<file path="src/rtl/pipeline_hazard_ctrl_if.sv">
// rtl/pipeline_hazard_ctrl_if.sv - pipeline <-> hazard controller signal bundle
interface pipeline_hazard_ctrl_if #(
    parameter int REG_W = 4
);
    logic [REG_W-1:0] id_r2;
    logic [REG_W-1:0] id_r3;
    logic [REG_W-1:0] ex_dest;
    logic             ex_wreg;
    logic             ex_rmem;
    logic             br_taken_e;
    logic [REG_W-1:0] mem_dest;
    logic             mem_wreg;
    logic             mem_req_m;
    logic             mem_ack;

    logic             stall_f;
    logic             stall_d;
    logic             stall_e;
    logic             stall_m;
    logic             flush_d;
    logic             flush_e;
    logic [1:0]       fwd_a;
    logic [1:0]       fwd_b;
    logic             busy;
    logic             timeout_err;

    // Pipeline side: supplies stage status, consumes stall/flush/forward controls.
    modport master (
        output id_r2, id_r3, ex_dest, ex_wreg, ex_rmem, br_taken_e,
               mem_dest, mem_wreg, mem_req_m, mem_ack,
        input  stall_f, stall_d, stall_e, stall_m, flush_d, flush_e,
               fwd_a, fwd_b, busy, timeout_err
    );

    modport slave (
        input  id_r2, id_r3, ex_dest, ex_wreg, ex_rmem, br_taken_e,
               mem_dest, mem_wreg, mem_req_m, mem_ack,
        output stall_f, stall_d, stall_e, stall_m, flush_d, flush_e,
               fwd_a, fwd_b, busy, timeout_err
    );
endinterface

</file>
<file path="src/rtl/pipeline_hazard_ctrl.sv">
// rtl/pipeline_hazard_ctrl.sv - 5-stage pipeline hazard, forwarding and stall/flush sequencer
module pipeline_hazard_ctrl #(
    parameter int REG_W        = 4,
    parameter int FLUSH_CYCLES = 2,
    parameter int MEM_TIMEOUT  = 15
) (
    input  logic                   clk,
    input  logic                   rst,
    pipeline_hazard_ctrl_if.slave  hz
);

    typedef enum logic [1:0] {
        RUN      = 2'b00,
        MEM_WAIT = 2'b01,
        FLUSH    = 2'b10
    } state_t;

    localparam logic [2:0] FL_INIT    = 3'(FLUSH_CYCLES);
    localparam logic [7:0] TIMEOUT_LIM = 8'(MEM_TIMEOUT);

    state_t     state, state_nxt;
    logic [7:0] wait_cnt, wait_cnt_nxt;
    logic [2:0] fl_cnt, fl_cnt_nxt;
    logic       timeout_err, timeout_nxt;

    logic [REG_W-1:0] r2, r3, ex_dest, mem_dest;
    logic             mem_block;
    logic             load_use;
    logic             stall_all;
    logic             stall_fd;
    logic             flush_d_c;
    logic             flush_e_c;
    logic [1:0]       fwd_a_c, fwd_b_c;

    assign r2       = hz.id_r2;
    assign r3       = hz.id_r3;
    assign ex_dest  = hz.ex_dest;
    assign mem_dest = hz.mem_dest;

    assign mem_block = hz.mem_req_m & ~hz.mem_ack;
    assign load_use  = hz.ex_rmem & hz.ex_wreg & ((ex_dest == r2) | (ex_dest == r3));

    always_ff @(posedge clk) begin
        if (rst) begin
            state       <= RUN;
            wait_cnt    <= 8'd0;
            fl_cnt      <= 3'd0;
            timeout_err <= 1'b0;
        end else begin
            state       <= state_nxt;
            wait_cnt    <= wait_cnt_nxt;
            fl_cnt      <= fl_cnt_nxt;
            timeout_err <= timeout_nxt;
        end
    end

    always_comb begin
        state_nxt    = state;
        wait_cnt_nxt = wait_cnt;
        fl_cnt_nxt   = fl_cnt;
        timeout_nxt  = timeout_err;
        stall_all    = 1'b0;
        stall_fd     = 1'b0;
        flush_d_c    = 1'b0;
        flush_e_c    = 1'b0;

        case (state)
            RUN: begin
                if (mem_block) begin
                    stall_all    = 1'b1;
                    state_nxt    = MEM_WAIT;
                    wait_cnt_nxt = 8'd1;
                end else if (hz.br_taken_e) begin
                    flush_d_c = 1'b1;
                    flush_e_c = 1'b1;
                    if (FLUSH_CYCLES > 0) begin
                        state_nxt  = FLUSH;
                        fl_cnt_nxt = FL_INIT;
                    end
                end else if (load_use) begin
                    // One bubble: hold IF/ID and fetch, squash what enters EX.
                    stall_fd  = 1'b1;
                    flush_e_c = 1'b1;
                end
            end

            MEM_WAIT: begin
                // A redirect in EX is held with the stage and acted on after release.
                if (hz.mem_ack) begin
                    state_nxt    = RUN;
                    wait_cnt_nxt = 8'd0;
                end else if (wait_cnt == TIMEOUT_LIM) begin
                    timeout_nxt  = 1'b1;
                    state_nxt    = RUN;
                    wait_cnt_nxt = 8'd0;
                end else begin
                    stall_all    = 1'b1;
                    wait_cnt_nxt = wait_cnt + 8'd1;
                end
            end

            FLUSH: begin
                flush_d_c = 1'b1;
                if (mem_block) begin
                    stall_all = 1'b1;
                end else begin
                    fl_cnt_nxt = fl_cnt - 3'd1;
                    if (fl_cnt <= 3'd1) begin
                        state_nxt  = RUN;
                        fl_cnt_nxt = 3'd0;
                    end
                end
            end

            default: begin
                state_nxt    = RUN;
                wait_cnt_nxt = 8'd0;
                fl_cnt_nxt   = 3'd0;
            end
        endcase
    end

    // EX result wins over MEM; a load in EX has no result yet so it cannot forward.
    always_comb begin
        fwd_a_c = 2'b00;
        fwd_b_c = 2'b00;
        if (hz.ex_wreg & ~hz.ex_rmem & (ex_dest == r2))
            fwd_a_c = 2'b01;
        else if (hz.mem_wreg & (mem_dest == r2))
            fwd_a_c = 2'b10;
        if (hz.ex_wreg & ~hz.ex_rmem & (ex_dest == r3))
            fwd_b_c = 2'b01;
        else if (hz.mem_wreg & (mem_dest == r3))
            fwd_b_c = 2'b10;
    end

    assign hz.stall_f     = ~rst & (stall_all | stall_fd);
    assign hz.stall_d     = ~rst & (stall_all | stall_fd);
    assign hz.stall_e     = ~rst & stall_all;
    assign hz.stall_m     = ~rst & stall_all;
    assign hz.flush_d     = ~rst & flush_d_c;
    assign hz.flush_e     = ~rst & flush_e_c;
    assign hz.fwd_a       = rst ? 2'b00 : fwd_a_c;
    assign hz.fwd_b       = rst ? 2'b00 : fwd_b_c;
    assign hz.busy        = ~rst & (state != RUN);
    assign hz.timeout_err = timeout_err;

endmodule

</file>
<file path="src/flat_wrapper.sv">
// flat-port wrapper written by rule: the top's interface ports become plain ports
module pipeline_hazard_ctrl_flat 
#(
    parameter int REG_W        = 4,
    parameter int FLUSH_CYCLES = 2,
    parameter int MEM_TIMEOUT  = 15
)
  (clk, rst, hz_id_r2, hz_id_r3, hz_ex_dest, hz_ex_wreg, hz_ex_rmem, hz_br_taken_e, hz_mem_dest, hz_mem_wreg, hz_mem_req_m, hz_mem_ack, hz_stall_f, hz_stall_d, hz_stall_e, hz_stall_m, hz_flush_d, hz_flush_e, hz_fwd_a, hz_fwd_b, hz_busy, hz_timeout_err);
  pipeline_hazard_ctrl_if #(.REG_W(REG_W)) hz_i ();
  input  logic clk;
  input  logic rst;
  input wire logic [$bits(hz_i.id_r2)-1:0] hz_id_r2;
  input wire logic [$bits(hz_i.id_r3)-1:0] hz_id_r3;
  input wire logic [$bits(hz_i.ex_dest)-1:0] hz_ex_dest;
  input wire logic [$bits(hz_i.ex_wreg)-1:0] hz_ex_wreg;
  input wire logic [$bits(hz_i.ex_rmem)-1:0] hz_ex_rmem;
  input wire logic [$bits(hz_i.br_taken_e)-1:0] hz_br_taken_e;
  input wire logic [$bits(hz_i.mem_dest)-1:0] hz_mem_dest;
  input wire logic [$bits(hz_i.mem_wreg)-1:0] hz_mem_wreg;
  input wire logic [$bits(hz_i.mem_req_m)-1:0] hz_mem_req_m;
  input wire logic [$bits(hz_i.mem_ack)-1:0] hz_mem_ack;
  output wire logic [$bits(hz_i.stall_f)-1:0] hz_stall_f;
  output wire logic [$bits(hz_i.stall_d)-1:0] hz_stall_d;
  output wire logic [$bits(hz_i.stall_e)-1:0] hz_stall_e;
  output wire logic [$bits(hz_i.stall_m)-1:0] hz_stall_m;
  output wire logic [$bits(hz_i.flush_d)-1:0] hz_flush_d;
  output wire logic [$bits(hz_i.flush_e)-1:0] hz_flush_e;
  output wire logic [$bits(hz_i.fwd_a)-1:0] hz_fwd_a;
  output wire logic [$bits(hz_i.fwd_b)-1:0] hz_fwd_b;
  output wire logic [$bits(hz_i.busy)-1:0] hz_busy;
  output wire logic [$bits(hz_i.timeout_err)-1:0] hz_timeout_err;
  assign hz_i.id_r2 = hz_id_r2;
  assign hz_i.id_r3 = hz_id_r3;
  assign hz_i.ex_dest = hz_ex_dest;
  assign hz_i.ex_wreg = hz_ex_wreg;
  assign hz_i.ex_rmem = hz_ex_rmem;
  assign hz_i.br_taken_e = hz_br_taken_e;
  assign hz_i.mem_dest = hz_mem_dest;
  assign hz_i.mem_wreg = hz_mem_wreg;
  assign hz_i.mem_req_m = hz_mem_req_m;
  assign hz_i.mem_ack = hz_mem_ack;
  assign hz_stall_f = hz_i.stall_f;
  assign hz_stall_d = hz_i.stall_d;
  assign hz_stall_e = hz_i.stall_e;
  assign hz_stall_m = hz_i.stall_m;
  assign hz_flush_d = hz_i.flush_d;
  assign hz_flush_e = hz_i.flush_e;
  assign hz_fwd_a = hz_i.fwd_a;
  assign hz_fwd_b = hz_i.fwd_b;
  assign hz_busy = hz_i.busy;
  assign hz_timeout_err = hz_i.timeout_err;
  pipeline_hazard_ctrl #(.REG_W(REG_W), .FLUSH_CYCLES(FLUSH_CYCLES), .MEM_TIMEOUT(MEM_TIMEOUT)) u_core (.clk(clk), .rst(rst), .hz(hz_i));
endmodule
</file>
<file path="config.mk">
export PLATFORM = sky130hd
export DESIGN_NAME = pipeline_hazard_ctrl_flat
export DESIGN_NICKNAME = d
export VERILOG_FILES = /design/src/rtl/pipeline_hazard_ctrl_if.sv /design/src/rtl/pipeline_hazard_ctrl.sv /design/src/flat_wrapper.sv
export SDC_FILE = /design/constraint.sdc
export NUM_CORES = 1
export LEC_CHECK = 0
export CELL_PAD_IN_SITES_DETAIL_PLACEMENT = 1
export CELL_PAD_IN_SITES_GLOBAL_PLACEMENT = 2
export CORE_MARGIN = 1.5
export CORE_UTILIZATION = 23
export DETAILED_ROUTE_END_ITERATION = 7
export GPL_ROUTABILITY_DRIVEN = 0
export PLACE_DENSITY = 0.75
export SYNTH_ARGS = -nofsm -noshare
export SYNTH_HDL_FRONTEND = slang
export SYNTH_SLANG_ARGS = --single-unit
</file>
<file path="constraint.sdc">
create_clock -name clk -period 2 [get_ports clk]
set_clock_uncertainty 0.2 [all_clocks]
set_input_delay 0.5 -clock clk [delete_from_list [all_inputs] [get_ports clk]]
set_output_delay 0.5 -clock clk [all_outputs]
set_load 0.05 [all_outputs]
</file>
==> impl_metrics.json <==
{
  "outcome": "complete, but fails checks",
  "failed_checks": "setup timing",
  "synthMostInstantiatedCell": "dfxtp_1",
  "cts_htree_levels": 1,
  "netlist_area_um2": 1090,
  "cts.sinks": 14,
  "drtIter0Drc": 19,
  "p_total_uw": 1050,
  "holdPathStages": 2,
  "post-route-cell-area_um2": 2370,
  "grt_usage_pct": 18.1,
  "drc_errors": 0,
  "hold_viol_final": 0,
  "worstMarginPinSlew_ns": 0.492,
  "start_kind": "register",
  "dpl.hpwl_mm": 3.30,
  "final_nets": 235,
  "hold_start": "u_core.hz.timeout_err$_SDFFE_PP0P_",
  "ys_types": 47,
  "netlist_top_cells_area": "dfxtp_1 26%, xor2_1 10%, xnor2_1 4.8%",
  "syn2layout_area_growth_pct": 117,
  "synthFlopType": "dfxtp_1",
  "critPathMaxFanout": 2,
  "ys_ff_latch": 14,
  "min_to": "u_core.hz.timeout_err$_SDFFE_PP0P_",
  "io_buffers": 35,
  "vdd_drop_max_v": 0.000243,
  "ios": 36,
  "antenna_found_initial": 0,
  "placed_cell_area_um2": 2040,
  "drive_gt1_share_pct": 60.4,
  "clkLatencyLatePin_ns": 0.26,
  "required_ns": 1.30,
  "cp.arrival_ns": 1.87,
  "grt_max_degree": 13,
  "synth_edf_count": 0,
  "start_util_pct": 24.4,
  "die_w_um": 71.9,
  "end_kind": "primary output",
  "r2r_end": "u_core.wait_cnt[6]$_SDFFE_PP0P_",
  "setup_violations": 10,
  "syn-instance-count": 125,
  "clk_path_buf_depth": 2,
  "r2r-start": "u_core.wait_cnt[6]$_SDFFE_PP0P_",
  "syn_area_per_cell_um2": 8.74,
  "syn_nets": 152,
  "synth_seq_area_share_pct": 25.7,
  "synth_top_area_cell": "dfxtp_1",
  "rows": 24,
  "rsz0062_at_grt": "yes",
  "yosysTopAreaCellShare_pct": 25.7,
  "max_clock_freq_mhz": 389,
  "synthTopCellsByCount": "14 x dfxtp_1, 13 x xor2_1, 11 x nor2_1",
  "setup_ws_ns": -0.568,
  "fin_crit_sh_pct": 128,
  "core_um2": 4470,
  "overflow": 0,
  "dr.pass1.iters": 4,
  "crit_type": "reg -> out",
  "hold_path.class": "reg -> reg",
  "grt_pass1_vias": 1476,
  "ant_nets": 0,
  "cts_buffers": 3,
  "root_buffer": "clkbuf_8",
  "async_reset_ff_share_pct": 0,
  "max_cap_violations": 0,
  "routedWlPerCell_um": 16.6,
  "power_density_nw_per_um2": 444,
  "routed_wirelength_mm": 4.31,
  "diodes": 0,
  "grt_pass1_wl_mm": 7.11,
  "r2r_slack_ns": 0.07,
  "drv_slew": 0,
  "fin_crit_ns": 2.57,
  "dieHeight_um": 71.9,
  "ys_warn_count": 0,
  "dieArea_um2": 5170,
  "max_slew_margin_pct": 67.0,
  "p_leak_uw": 0.000949,
  "ff2ff_path_depth": 6,
  "viasPerCell": 4.89,
  "vias": 1266,
  "clk_pin_slew_ns": 0.06,
  "cts_tree": "done"
}
-- critical path: stages, from the launching register on --
cell and delay [ns]:
dfxtp_2 0.32, or4_4 0.54, o21a_4 0.23, a21oi_4 0.21, o22ai_4 0.13, buf_12 0.19
-- state kept, by name, summed over array words and instances, names as in the netlist --
register	count
u_core.fl_cnt	3
u_core.hz.timeout_err	1
u_core.state	2
u_core.wait_cnt	8
-- stage by stage --
stage                     hold WS (ns)  setup TNS, ns  instances  util (%)  setup WS (ns)
final                            0.282          -4.16        259      52.9         -0.568
after floorplan                  0.257          -3.34        125         -         -0.628
after global routing             0.314          -4.62        259      52.9         -0.617
after global placement           0.266          -9.26        248      45.5         -0.971
after detailed placement         0.281         -10.20        248      45.5          -1.00
after CTS                        0.297          -4.73        260      50.9         -0.694
-- power breakdown --
group / switching, µW / leakage (µW) / internal (µW) / total (µW)
Sequential: 7.60 / 0.000114 / 288 / 296
Combinational: 232 / 0.000806 / 231 / 464
Clock: 116 / 0.0000288 / 175 / 291
Total: 356 / 0.000949 / 695 / 1050
-- cells in the final DEF (no fill, tap or decap), drive strengths merged, types with 2 or more instances in the layout --
cell	Yosys	layout
o21ai	4	4
buf	3	75
nand2b	3	3
nor4	2	2
ha	3	3
o2111ai	2	2
o211ai	4	4
dlygate4sd2	0	5
nor3b	5	5
nor2	12	12
a22oi	2	2
nor2b	2	2
nand3	4	4
a21oi	10	10
nand2	2	2
or3	5	5
dfxtp	14	14
xnor2	6	6
a2111oi	2	2
clkbuf	3	8
xor2	13	13
inv	5	5
-- cell families after synthesis --
| logic type | count (synthesis) | share of synthesized area [%] |
|---|---|---|
| AND/OR/NAND/NOR | 44 | 25.8 |
| AO/OA/AOI/OAI | 33 | 23.8 |
| XOR/XNOR | 19 | 15.2 |
| flip-flops | 14 | 25.7 |
| buffers and inverters | 11 | 5.15 |
| adder cells (fa/ha/maj) | 3 | 3.44 |
| multiplexers | 1 | 0.916 |
-- layer usage --
layer	GRT usage (%)	vias to the layer above	part of all wire, %
met5	0	-	0
li1	-	617	-
met4	8.81	0	2.1
met1	21.6	612	42
met3	2.64	6	2.5
met2	31.6	31	53
-- how the worst max path moves through the flow --
stage | startpoint | to | slack [ns]
6_report | u_core.wait_cnt[6]$_SDFFE_PP0P_ | hz_stall_f | -0.57
5_1_grt | u_core.wait_cnt[6]$_SDFFE_PP0P_ | hz_stall_d | -0.62
4_1_cts | hz_ex_dest[2] | hz_flush_e | -0.69
3_5_place_dp | hz_ex_dest[0] | hz_flush_e | -1.00
3_3_place_gp | hz_ex_dest[0] | hz_flush_e | -0.97
2_1_floorplan | hz_ex_dest[0] | hz_stall_f | -0.63
-- cell type report --
class / instances / area [µm²]
Sequential cell: 14 / 282
Timing Repair Buffer: 84 / 831
Inverter: 5 / 18.8
Clock buffer: 4 / 55.1
Multi-Input combinational cell: 100 / 1120
Fill cell: 498 / 2110
Tap cell: 52 / 65.1
-- repair_timing --
action                                  4_1_cts  5_1_grt
pin swaps                                    21       11
setup buffers                                 9        3
endpoints found under the setup margin       13       11
hold buffers                                  0        0
gates resized for setup                     104       26
endpoints found under the hold margin         0        0
Power figures use the tool's default switching activity.
